$ cat src/rtl/gpio_stream_pkg.sv
// Shared widths, unpacker state encoding and lane placement helper for the
// GPIO pad stream bridge.
package gpio_stream_pkg;

   localparam int BYTE_W     = 8;
   localparam int IN_WORD_W  = 32;
   localparam int OUT_WORD_W = 16;
   localparam int LANES      = IN_WORD_W / BYTE_W;

   typedef enum logic [1:0] {
      UNP_IDLE = 2'd0,
      UNP_HI   = 2'd1,
      UNP_LO   = 2'd2
   } unp_state_t;

   // Bit offset of byte lane idx inside the packed word. With msb_first the
   // first byte of a word lands in bits [31:24], i.e. offset (3-idx)*8.
   function automatic logic [4:0] lane_lsb(input logic [1:0] idx, input logic msb_first);
      lane_lsb = msb_first ? {~idx, 3'b000} : {idx, 3'b000};
   endfunction

endpackage

$ cat src/rtl/sync_byte_fifo.sv
// Small synchronous FIFO with a registered ready (not-full) flag. The ready
// flag is computed from the occupancy after this edge's push/pop, so it never
// depends combinationally on the write/read strobes.
module sync_byte_fifo #(
   parameter int DEPTH = 4,
   parameter int W     = 9
) (
   input  logic         clock,
   input  logic         resetb,
   input  logic         i_push,
   input  logic [W-1:0] i_wdata,
   input  logic         i_pop,
   output logic [W-1:0] o_rdata,
   output logic         o_empty,
   output logic         o_ready
);

   localparam int AW = $clog2(DEPTH);

   logic [W-1:0]  r_mem [DEPTH];
   logic [AW-1:0] r_wptr;
   logic [AW-1:0] r_rptr;
   logic [AW:0]   r_count;
   logic          r_ready;

   logic          w_push;
   logic          w_pop;
   logic [AW:0]   w_count_nxt;

   assign w_push      = i_push && r_ready;
   assign w_pop       = i_pop && (r_count != '0);
   assign w_count_nxt = r_count + {{AW{1'b0}}, w_push} - {{AW{1'b0}}, w_pop};

   assign o_rdata = r_mem[r_rptr];
   assign o_empty = (r_count == '0);
   assign o_ready = r_ready;

   // Storage array; contents are don't-care until written.
   always_ff @(posedge clock) begin
      if (w_push) r_mem[r_wptr] <= i_wdata;
   end

   // Pointers, occupancy and the registered ready flag.
   always_ff @(posedge clock or negedge resetb) begin
      if (!resetb) begin
         r_wptr  <= '0;
         r_rptr  <= '0;
         r_count <= '0;
         r_ready <= 1'b0;
      end else begin
         if (w_push) r_wptr <= r_wptr + AW'(1);
         if (w_pop)  r_rptr <= r_rptr + AW'(1);
         r_count <= w_count_nxt;
         r_ready <= (w_count_nxt < (AW+1)'(DEPTH));
      end
   end

endmodule

$ cat src/rtl/gpio_stream_bridge.sv
// Pad stream endpoint: packs inbound pad bytes four at a time into 32-bit
// stream beats and serialises 16-bit result beats into two pad bytes.
//
// Unpacker states
//   state    | meaning
//   UNP_IDLE | no result held, s_tready high
//   UNP_HI   | presenting the first pad byte of the held result
//   UNP_LO   | presenting the second pad byte, carries the frame-end flag
module gpio_stream_bridge
   import gpio_stream_pkg::*;
#(
   parameter int IN_DEPTH  = 4,
   parameter bit MSB_FIRST = 1'b1
) (
   input  logic                  clock,
   input  logic                  resetb,
   input  logic                  pad_in_valid,
   input  logic [BYTE_W-1:0]     pad_in_data,
   input  logic                  pad_in_last,
   output logic                  pad_in_ready,
   output logic [IN_WORD_W-1:0]  m_tdata,
   output logic                  m_tvalid,
   output logic                  m_tlast,
   input  logic                  m_tready,
   input  logic [OUT_WORD_W-1:0] s_tdata,
   input  logic                  s_tvalid,
   input  logic                  s_tlast,
   output logic                  s_tready,
   output logic [BYTE_W-1:0]     pad_out_data,
   output logic                  pad_out_valid,
   output logic                  pad_out_last,
   input  logic                  pad_out_ready,
   output logic                  err_partial,
   input  logic                  err_clr
);

   logic                 w_fifo_empty;
   logic [BYTE_W:0]      w_fifo_rdata;
   logic                 w_pop;
   logic                 w_pop_last;
   logic [IN_WORD_W-1:0] w_lane_word;
   logic [IN_WORD_W-1:0] w_acc_nxt;
   logic                 w_word_done;

   logic [1:0]           r_idx;
   logic [IN_WORD_W-1:0] r_acc;
   logic [IN_WORD_W-1:0] r_m_tdata;
   logic                 r_m_tvalid;
   logic                 r_m_tlast;
   logic                 r_err;

   sync_byte_fifo #(
      .DEPTH (IN_DEPTH),
      .W     (BYTE_W + 1)
   ) u_in_fifo (
      .clock   (clock),
      .resetb  (resetb),
      .i_push  (pad_in_valid),
      .i_wdata ({pad_in_last, pad_in_data}),
      .i_pop   (w_pop),
      .o_rdata (w_fifo_rdata),
      .o_empty (w_fifo_empty),
      .o_ready (pad_in_ready)
   );

   // A byte may leave the FIFO only if the output register has room this edge.
   assign w_pop       = !w_fifo_empty && (!r_m_tvalid || m_tready);
   assign w_pop_last  = w_fifo_rdata[BYTE_W];
   assign w_lane_word = {{(IN_WORD_W-BYTE_W){1'b0}}, w_fifo_rdata[BYTE_W-1:0]}
                        << lane_lsb(r_idx, MSB_FIRST);
   assign w_acc_nxt   = r_acc | w_lane_word;
   assign w_word_done = w_pop && ((r_idx == 2'd3) || w_pop_last);

   // Packer: accumulate lanes, hand a finished word to the output register.
   always_ff @(posedge clock or negedge resetb) begin
      if (!resetb) begin
         r_idx      <= 2'd0;
         r_acc      <= '0;
         r_m_tdata  <= '0;
         r_m_tvalid <= 1'b0;
         r_m_tlast  <= 1'b0;
      end else begin
         if (r_m_tvalid && m_tready) r_m_tvalid <= 1'b0;
         if (w_word_done) begin
            r_m_tdata  <= w_acc_nxt;
            r_m_tlast  <= w_pop_last;
            r_m_tvalid <= 1'b1;
            r_idx      <= 2'd0;
            r_acc      <= '0;
         end else if (w_pop) begin
            r_acc <= w_acc_nxt;
            r_idx <= r_idx + 2'd1;
         end
      end
   end

   // Sticky short-frame flag; a new short frame wins over a clear.
   always_ff @(posedge clock or negedge resetb) begin
      if (!resetb) begin
         r_err <= 1'b0;
      end else if (w_pop && w_pop_last && (r_idx != 2'd3)) begin
         r_err <= 1'b1;
      end else if (err_clr) begin
         r_err <= 1'b0;
      end
   end

   assign m_tdata     = r_m_tdata;
   assign m_tvalid    = r_m_tvalid;
   assign m_tlast     = r_m_tlast;
   assign err_partial = r_err;

   unp_state_t            r_state;
   unp_state_t            w_state_nxt;
   logic [OUT_WORD_W-1:0] r_word;
   logic                  r_last;
   logic                  w_s_tready;
   logic                  w_pad_valid;
   logic                  w_pad_last;
   logic [BYTE_W-1:0]     w_pad_data;
   logic [BYTE_W-1:0]     w_first_byte;
   logic [BYTE_W-1:0]     w_second_byte;

   assign w_first_byte  = MSB_FIRST ? r_word[15:8] : r_word[7:0];
   assign w_second_byte = MSB_FIRST ? r_word[7:0]  : r_word[15:8];

   // Unpacker state register and held result word.
   always_ff @(posedge clock or negedge resetb) begin
      if (!resetb) begin
         r_state <= UNP_IDLE;
         r_word  <= '0;
         r_last  <= 1'b0;
      end else begin
         r_state <= w_state_nxt;
         if (s_tvalid && w_s_tready) begin
            r_word <= s_tdata;
            r_last <= s_tlast;
         end
      end
   end

   // Unpacker next state and pad/stream outputs.
   always_comb begin
      w_state_nxt = r_state;
      w_s_tready  = 1'b0;
      w_pad_valid = 1'b0;
      w_pad_last  = 1'b0;
      w_pad_data  = '0;
      case (r_state)
         UNP_IDLE: begin
            w_s_tready = 1'b1;
            if (s_tvalid) w_state_nxt = UNP_HI;
         end
         UNP_HI: begin
            w_pad_valid = 1'b1;
            w_pad_data  = w_first_byte;
            if (pad_out_ready) w_state_nxt = UNP_LO;
         end
         UNP_LO: begin
            w_pad_valid = 1'b1;
            w_pad_data  = w_second_byte;
            w_pad_last  = r_last;
            if (pad_out_ready) begin
               w_s_tready  = 1'b1;
               w_state_nxt = s_tvalid ? UNP_HI : UNP_IDLE;
            end
         end
         default: w_state_nxt = UNP_IDLE;
      endcase
   end

   assign s_tready      = w_s_tready;
   assign pad_out_valid = w_pad_valid;
   assign pad_out_data  = w_pad_data;
   assign pad_out_last  = w_pad_last;

endmodule

$ cat config.mk
export PLATFORM = sky130hd
export DESIGN_NAME = gpio_stream_bridge
export DESIGN_NICKNAME = d
export VERILOG_FILES = /design/src/rtl/gpio_stream_pkg.sv /design/src/rtl/sync_byte_fifo.sv /design/src/rtl/gpio_stream_bridge.sv
export SDC_FILE = /design/constraint.sdc
export NUM_CORES = 1
export LEC_CHECK = 0
export CAP_MARGIN = 20
export CELL_PAD_IN_SITES_DETAIL_PLACEMENT = 1
export CELL_PAD_IN_SITES_GLOBAL_PLACEMENT = 1
export CORE_ASPECT_RATIO = 0.5
export CORE_MARGIN = 2
export CORE_UTILIZATION = 42
export CTS_CLUSTER_DIAMETER = 150
export DETAILED_ROUTE_END_ITERATION = 10
export GPL_TIMING_DRIVEN = 0
export PLACE_DENSITY_LB_ADDON = 0.2
export SYNTH_ARGS = -nofsm -noshare
export SYNTH_HDL_FRONTEND = slang
export SYNTH_SLANG_ARGS = --single-unit
$ cat constraint.sdc
create_clock -name clock -period 3.2 [get_ports clock]
set_input_delay 0.96 -clock clock [delete_from_list [all_inputs] [get_ports clock]]
set_output_delay 0.96 -clock clock [all_outputs]
set_load 0.01 [all_outputs]
# Yosys cells after proc, flatten, opt, wreduce, memory -nomap -nowiden
# Memories as Yosys holds them, arrays and structs flattened.
# Cells that the tools add are included.
# word_totals
regBits	96
latch_bits	0
ramBits	36
rom_bits	0
inputBits	33
out_inout_bits	47
wordCells	70
memories	1
# classes
n_addsub	5
mul	0
div	0
n_lt_le_gt_ge	1
n_eq_ne	7
shifts	1
n_mux	20
n_bitwise	2
reduce_logical	20
# mem_list
name	words	word_bits	read_ports	rd_clocked_by_memory_dff	wr	line	source
u_in_fifo.r_mem	4	9	1	0	1	sync_byte_fifo.sv:20	logic [W-1:0] r_mem [DEPTH];
# ops
op	count
32-bit two-way mux	2
32-bit bitwise OR	1
8-bit by 5-bit left shift with 32-bit output	1
8-bit case mux with 2 select lines	1
1-bit two-way mux	10
2-bit two-way mux	5
1-bit logical AND	8
2-bit inequality test, second input constant	4
2-bit by 1-bit adder with 2-bit output, second input constant	3
2-bit case mux with 3 select lines	1
2-bit nonzero test	3
2-bit == test, second input constant	2
3-bit by 1-bit adder with 3-bit output	1
3-bit logical NOT	1
3-bit < comparator, second input constant	1
3-bit AND reduction	1
3-bit nonzero test	1
3-bit by 1-bit subtractor with 3-bit output	1
2-bit by 1-bit == test with 1-bit output, second input constant	1
1-bit logical NOT	2
2-bit logical NOT	1
1-bit logical OR	2
2-bit NOT	1
1-bit case mux with 2 select lines	1
2-bit OR reduction	1

# Longest topological paths before layout
# logic_depth
ltp_word	6
ltp_mapped	12

# Hierarchy
# Synthesis repeated with hierarchy kept, for this count alone.
# hier_totals
hier_cells	424
area_unflattened_um2	5806.8
# modules_own_cells
module	n_inst	cells_per_inst	area_each_um2
gpio_stream_bridge	1	341	4071.4
sync_byte_fifo	1	83	1735.4

# Least setup slack after synthesis
# Ideal clock, no wire load.
# synth_timing
path_type	input -> register
startpoint	in m_tready
endpoint	reg u_in_fifo.r_count[2]
setup_ns	0.121
t_arrival_ns	2.943
required_time_ns	3.079
path_slack_ns	0.136
cell_stages	12
path_buffers	2
path_cell_list	nand2b_1 -> clkbuf_1 -> and2_1 -> clkbuf_1 -> ha_1 -> inv_1 -> ha_1 -> inv_1 -> fa_1 -> xnor2_1 -> xor2_1 -> inv_1
# synth_between
elab_chain_cells	4
# synth_lines
element	line	source
start: declaration	gpio_stream_bridge.sv:24	input logic m_tready,
1-bit logical OR	gpio_stream_bridge.sv:67	assign w_pop = !w_fifo_empty && (!r_m_tvalid || m_tready);
1-bit logical AND	gpio_stream_bridge.sv:67	
1-bit logical AND	sync_byte_fifo.sv:31	assign w_pop = i_pop && (r_count != '0);
named net u_in_fifo.w_pop	sync_byte_fifo.sv:27	logic w_pop;
3-bit by 1-bit subtractor with 3-bit output	sync_byte_fifo.sv:32	assign w_count_nxt = r_count + {{AW{1'b0}}, w_push} - {{AW{1'b0}}, w_pop};
named net u_in_fifo.w_count_nxt[2]	sync_byte_fifo.sv:28	logic [AW:0] w_count_nxt;
end signal: assignment	sync_byte_fifo.sv:53	r_count <= w_count_nxt;
end: declaration	sync_byte_fifo.sv:23	logic [AW:0] r_count;
# The timed path passes the listed nets, and every way through them passes these cells.
# A chain may end at the register's enable or synchronous reset.

# Final worst setup path
# layout_timing
startpoint	in pad_out_ready
endpoint	out s_tready
# layout_between
elab_chain_cells	2
# layout_lines
element	line	source
start: declaration	gpio_stream_bridge.sv:32	input logic pad_out_ready,
1-bit two-way mux	gpio_stream_bridge.sv:163	if (pad_out_ready) begin
1-bit case mux with 2 select lines	gpio_stream_bridge.sv:149	case (r_state)
end: declaration	gpio_stream_bridge.sv:28	output logic s_tready,
# Every way passes these cells.

==> results.py <==
metrics = {
    "timing": {
        "fmax_mhz": 326,
        "period_share_pct": 96.0,
        "slew_headroom_pct": 46.8,
        "rsz0062_at_grt": "no",
        "holdWs_ns": 0.504,
        "fin_crit_ns": 3.07,
        "skew_ns": 0.00825,
        "hold_viol": 0,
        "setup_violations": 0,
        "tightest_slew_ns": 0.795,
        "final_max_slew_viol_count": 0,
    },
    "cts": {
        "clkTransAtPathRegs_ns": 0.05,
        "cts_sinks": 132,
        "htreeDepth": 4,
        "cts_root_buffer": "clkbuf_16",
        "cts_tree": "built",
        "cts_buffers": 17,
        "ctsHoldBuffers": 0,
        "clkLatencyLatePin_ns": 0.41,
        "clk_path_buf_depth": 2,
        "post_cts_buffers": 0,
    },
    "cells_and_area": {
        "mostFrequentLayoutCell": "dfrtp_1",
        "final_nets": 556,
        "layout_common_cells": "dfrtp_1, clkdlybuf4s50_1, a21oi_1",
        "antenna-diode-count": 0,
        "drive_gt1_share_pct": 14.6,
        "syn_to_final_growth_pct": 28.7,
        "fillerInstances": 1275,
    },
    "yosys": {
        "synthXorXnorAreaFrac_pct": 0.792,
        "ys_seq_area_share_pct": 63.0,
        "synth-compound-area-share_pct": 9.17,
        "ys_types": 36,
        "synth_mux_area_share_pct": 13.9,
        "synthSimpleGateAreaFrac_pct": 5.48,
        "synthAdderAreaFrac_pct": 3.08,
        "yosysWarningCount": 0,
        "synth_cells": 413,
        "netlist_area_mm2": 0.00553,
        "synth_top_family_by_area": "multiplexers",
        "syn_nets": 459,
        "ys_ff_latch": 132,
        "syn_area_per_cell_um2": 13.4,
    },
    "routing": {
        "antenna_left": 0,
        "first_iter_violations": 238,
        "wl_per_cell_um": 18.5,
        "avgViaCountPerCell": 5.18,
        "drc_errors": 0,
        "drtPass1Iterations": 4,
        "num_vias": 3585,
        "routed_wl_mm": 12.8,
    },
    "floorplanning": {
        "initial_core_util_pct": 43.3,
        "fp.dieW_um": 166,
        "die_h_um": 85.1,
        "fp.dieArea_mm2": 0.0142,
        "ios": 80,
        "row_count": 29,
        "fp.coreArea_mm2": 0.0128,
    },
    "global_routing": {
        "grt_max_degree": 60,
        "track_usage_pct": 19.8,
        "grt_overflow": 0,
        "grt_pass1_wl_mm": 21.4,
        "antenna_found_initial": 0,
        "grt_pass1_vias": 3930,
    },
    "setup_path": {
        "end_kind": "output pin",
        "reg2regPathDepth": 11,
        "crit_path_start_kind": "primary input",
        "crit_path_cell_trace": "clkdlybuf4s50_1, a21o_1, clkdlybuf4s50_1",
        "worstPathRequired_ns": 2.24,
        "crit_fanout": 2,
        "path_common_cell": "clkdlybuf4s50_1",
        "crit_arrival_ns": 2.11,
        "critical_path.reg2reg.startpoint": "u_in_fifo.r_count[1]",
        "slowest_stage": "clkdlybuf4s50_1",
        "max_stage_delay_ns": 0.53,
        "critPathKind": "primary input to output pin",
        "rrSetupSlack_ns": 0.42,
        "r2r-end": "u_in_fifo.r_count[2]",
    },
    "worst_hold_path": {
        "hold_start": "r_last",
        "whs_path_depth": 1,
        "min_to": "r_last",
        "hold_path_class": "flip-flop to flip-flop",
    },
    "power": {
        "peakVddDrop_mv": 0.481,
        "power_density_mw_per_mm2": 1070,
        "p_leak_uw": 0.00310,
        "p_total_uw": 7590,
    },
    "run": {
        "maxCapViolations": 0,
    },
    "place": {
        "io_buffers": 79,
        "gp_congestion": 0.740,
        "hpwl_mm": 8.39,
    },
    "run_status": {
        "status": "completed",
    },
}
[through the flow]
| step | utilization, % | cell area (µm²) | setup TNS, ns | setup slack (ns) | std cells |
|---|---|---|---|---|---|
| 6_report | 55.7 | 7110 | 0 | 0.129 | 692 |
| 5_1_grt | 55.7 | 7110 | 0 | 0.0130 | 692 |
| 4_1_cts | 55.6 | 7110 | 0 | 0.00728 | 692 |
| 3_5_place_dp | 51.3 | 6550 | -1.87 | -0.752 | 663 |
| 3_3_place_gp | 51.1 | 6530 | -249.13 | -2.58 | 662 |
| 2_1_floorplan | - | 5530 | 0 | 0.136 | 413 |
[Yosys cell counts]
cell | count | share of area [%]
clkbuf_1 | 12 | 0.81
buf_6 | 1 | 0.20
inv_1 | 39 | 2.6
nor2b_1 | 10 | 1.1
a22oi_1 | 8 | 1.1
edfxtp_1 | 36 | 20
and3_1 | 4 | 0.45
nand3b_1 | 1 | 0.14
o21ai_0 | 1 | 0.090
o211a_1 | 7 | 1.3
a21oi_1 | 52 | 4.7
and2_1 | 3 | 0.34
xnor2_1 | 3 | 0.48
nand2b_1 | 1 | 0.11
mux2i_1 | 26 | 4.7
buf_1 | 3 | 0.20
nand3_1 | 5 | 0.45
xor2_1 | 2 | 0.32
fa_1 | 1 | 0.36
mux2_4 | 6 | 1.6
nor2_1 | 4 | 0.27
o211ai_1 | 1 | 0.14
dfrtp_1 | 96 | 43
mux2_2 | 19 | 3.9
nand2_1 | 3 | 0.20
ha_1 | 12 | 2.7
mux4_2 | 9 | 3.7
or3_1 | 1 | 0.11
a22o_1 | 1 | 0.16
nor3_1 | 25 | 2.3
o21bai_1 | 1 | 0.14
a21boi_0 | 1 | 0.14
buf_2 | 8 | 0.72
a41oi_1 | 1 | 0.16
o22ai_1 | 3 | 0.34
a21o_1 | 7 | 0.95
[flip-flops by register name, indices dropped and copies added, names as in the netlist, 2 cells and up]
| name | count |
|---|---|
| u_in_fifo.r_mem | 36 |
| m_tdata | 32 |
| r_acc | 32 |
| r_word | 16 |
| u_in_fifo.r_count | 3 |
| r_idx | 2 |
| r_state | 2 |
| u_in_fifo.r_rptr | 2 |
| u_in_fifo.r_wptr | 2 |
[critical path: cells and delay by family]
| family | cells | cell delay [ns] |
|---|---|---|
| AOI/OAI and AO/OA | 1 | 0.14 |
| buffers and inverters | 2 | 1.01 |
[worst max-delay path by stage]
stage | start | endpoint | slack, ns | cells after the start
2_1_floorplan | m_tready | u_in_fifo.r_count[2] | 0.14 | 12
3_3_place_gp | resetb | u_in_fifo.r_count[2] | -2.58 | 1
3_5_place_dp | m_tready | u_in_fifo.r_count[2] | -0.75 | 13
4_1_cts | r_state[0] | pad_out_data[4] | 0.007 | 6
5_1_grt | r_state[0] | pad_out_data[4] | 0.01 | 6
6_report | pad_out_ready | s_tready | 0.13 | 3
[per-layer routing]
metal	share of wire (%)	track usage (%)	wire length, µm	vias to the layer above
met5	0	0	0	-
met4	1.2	6.58	153	0
met3	4.6	4.57	584	14
met2	46	30.8	5880	80
met1	48	28.0	6150	1835
li1	-	-	-	1656
[power breakdown]
group / internal, µW / leakage, µW / switching (µW)
sequential: 2300 / 0.00156 / 305
clock: 1170 / 0.000279 / 668
combinational: 1500 / 0.00126 / 1660
total: 4960 / 0.00310 / 2630
[area by class of cell]
cell class                      count  area, µm²  share of cell area, %
Clock buffer                       26        510                   7.18
Multi-Input combinational cell    218       1800                   25.2
Tap cell                          170        213                   2.99
Buffer                             22        105                   1.48
Inverter                           39        146                   2.06
Sequential cell                   132       3480                   49.0
Clock inverter                      5       50.0                  0.704
Timing Repair Buffer               80        808                   11.4
[cell families (layout without fill, tap and decap cells)]
logic type | count (synthesis) | after routing
simple gates | 57 | 57
fa+ha+maj | 13 | 13
compound gates | 83 | 83
buf+inv | 63 | 172
xor+xnor | 5 | 5
mux | 60 | 60
flops | 132 | 132
[timing repair]
item                                    CTS  global route
cloned                                    0             0
gates resized for setup                   3             6
pin swaps                                 0             0
endpoints found under the setup margin   12             9
No activity file was read; power rests on OpenSTA's default activity.
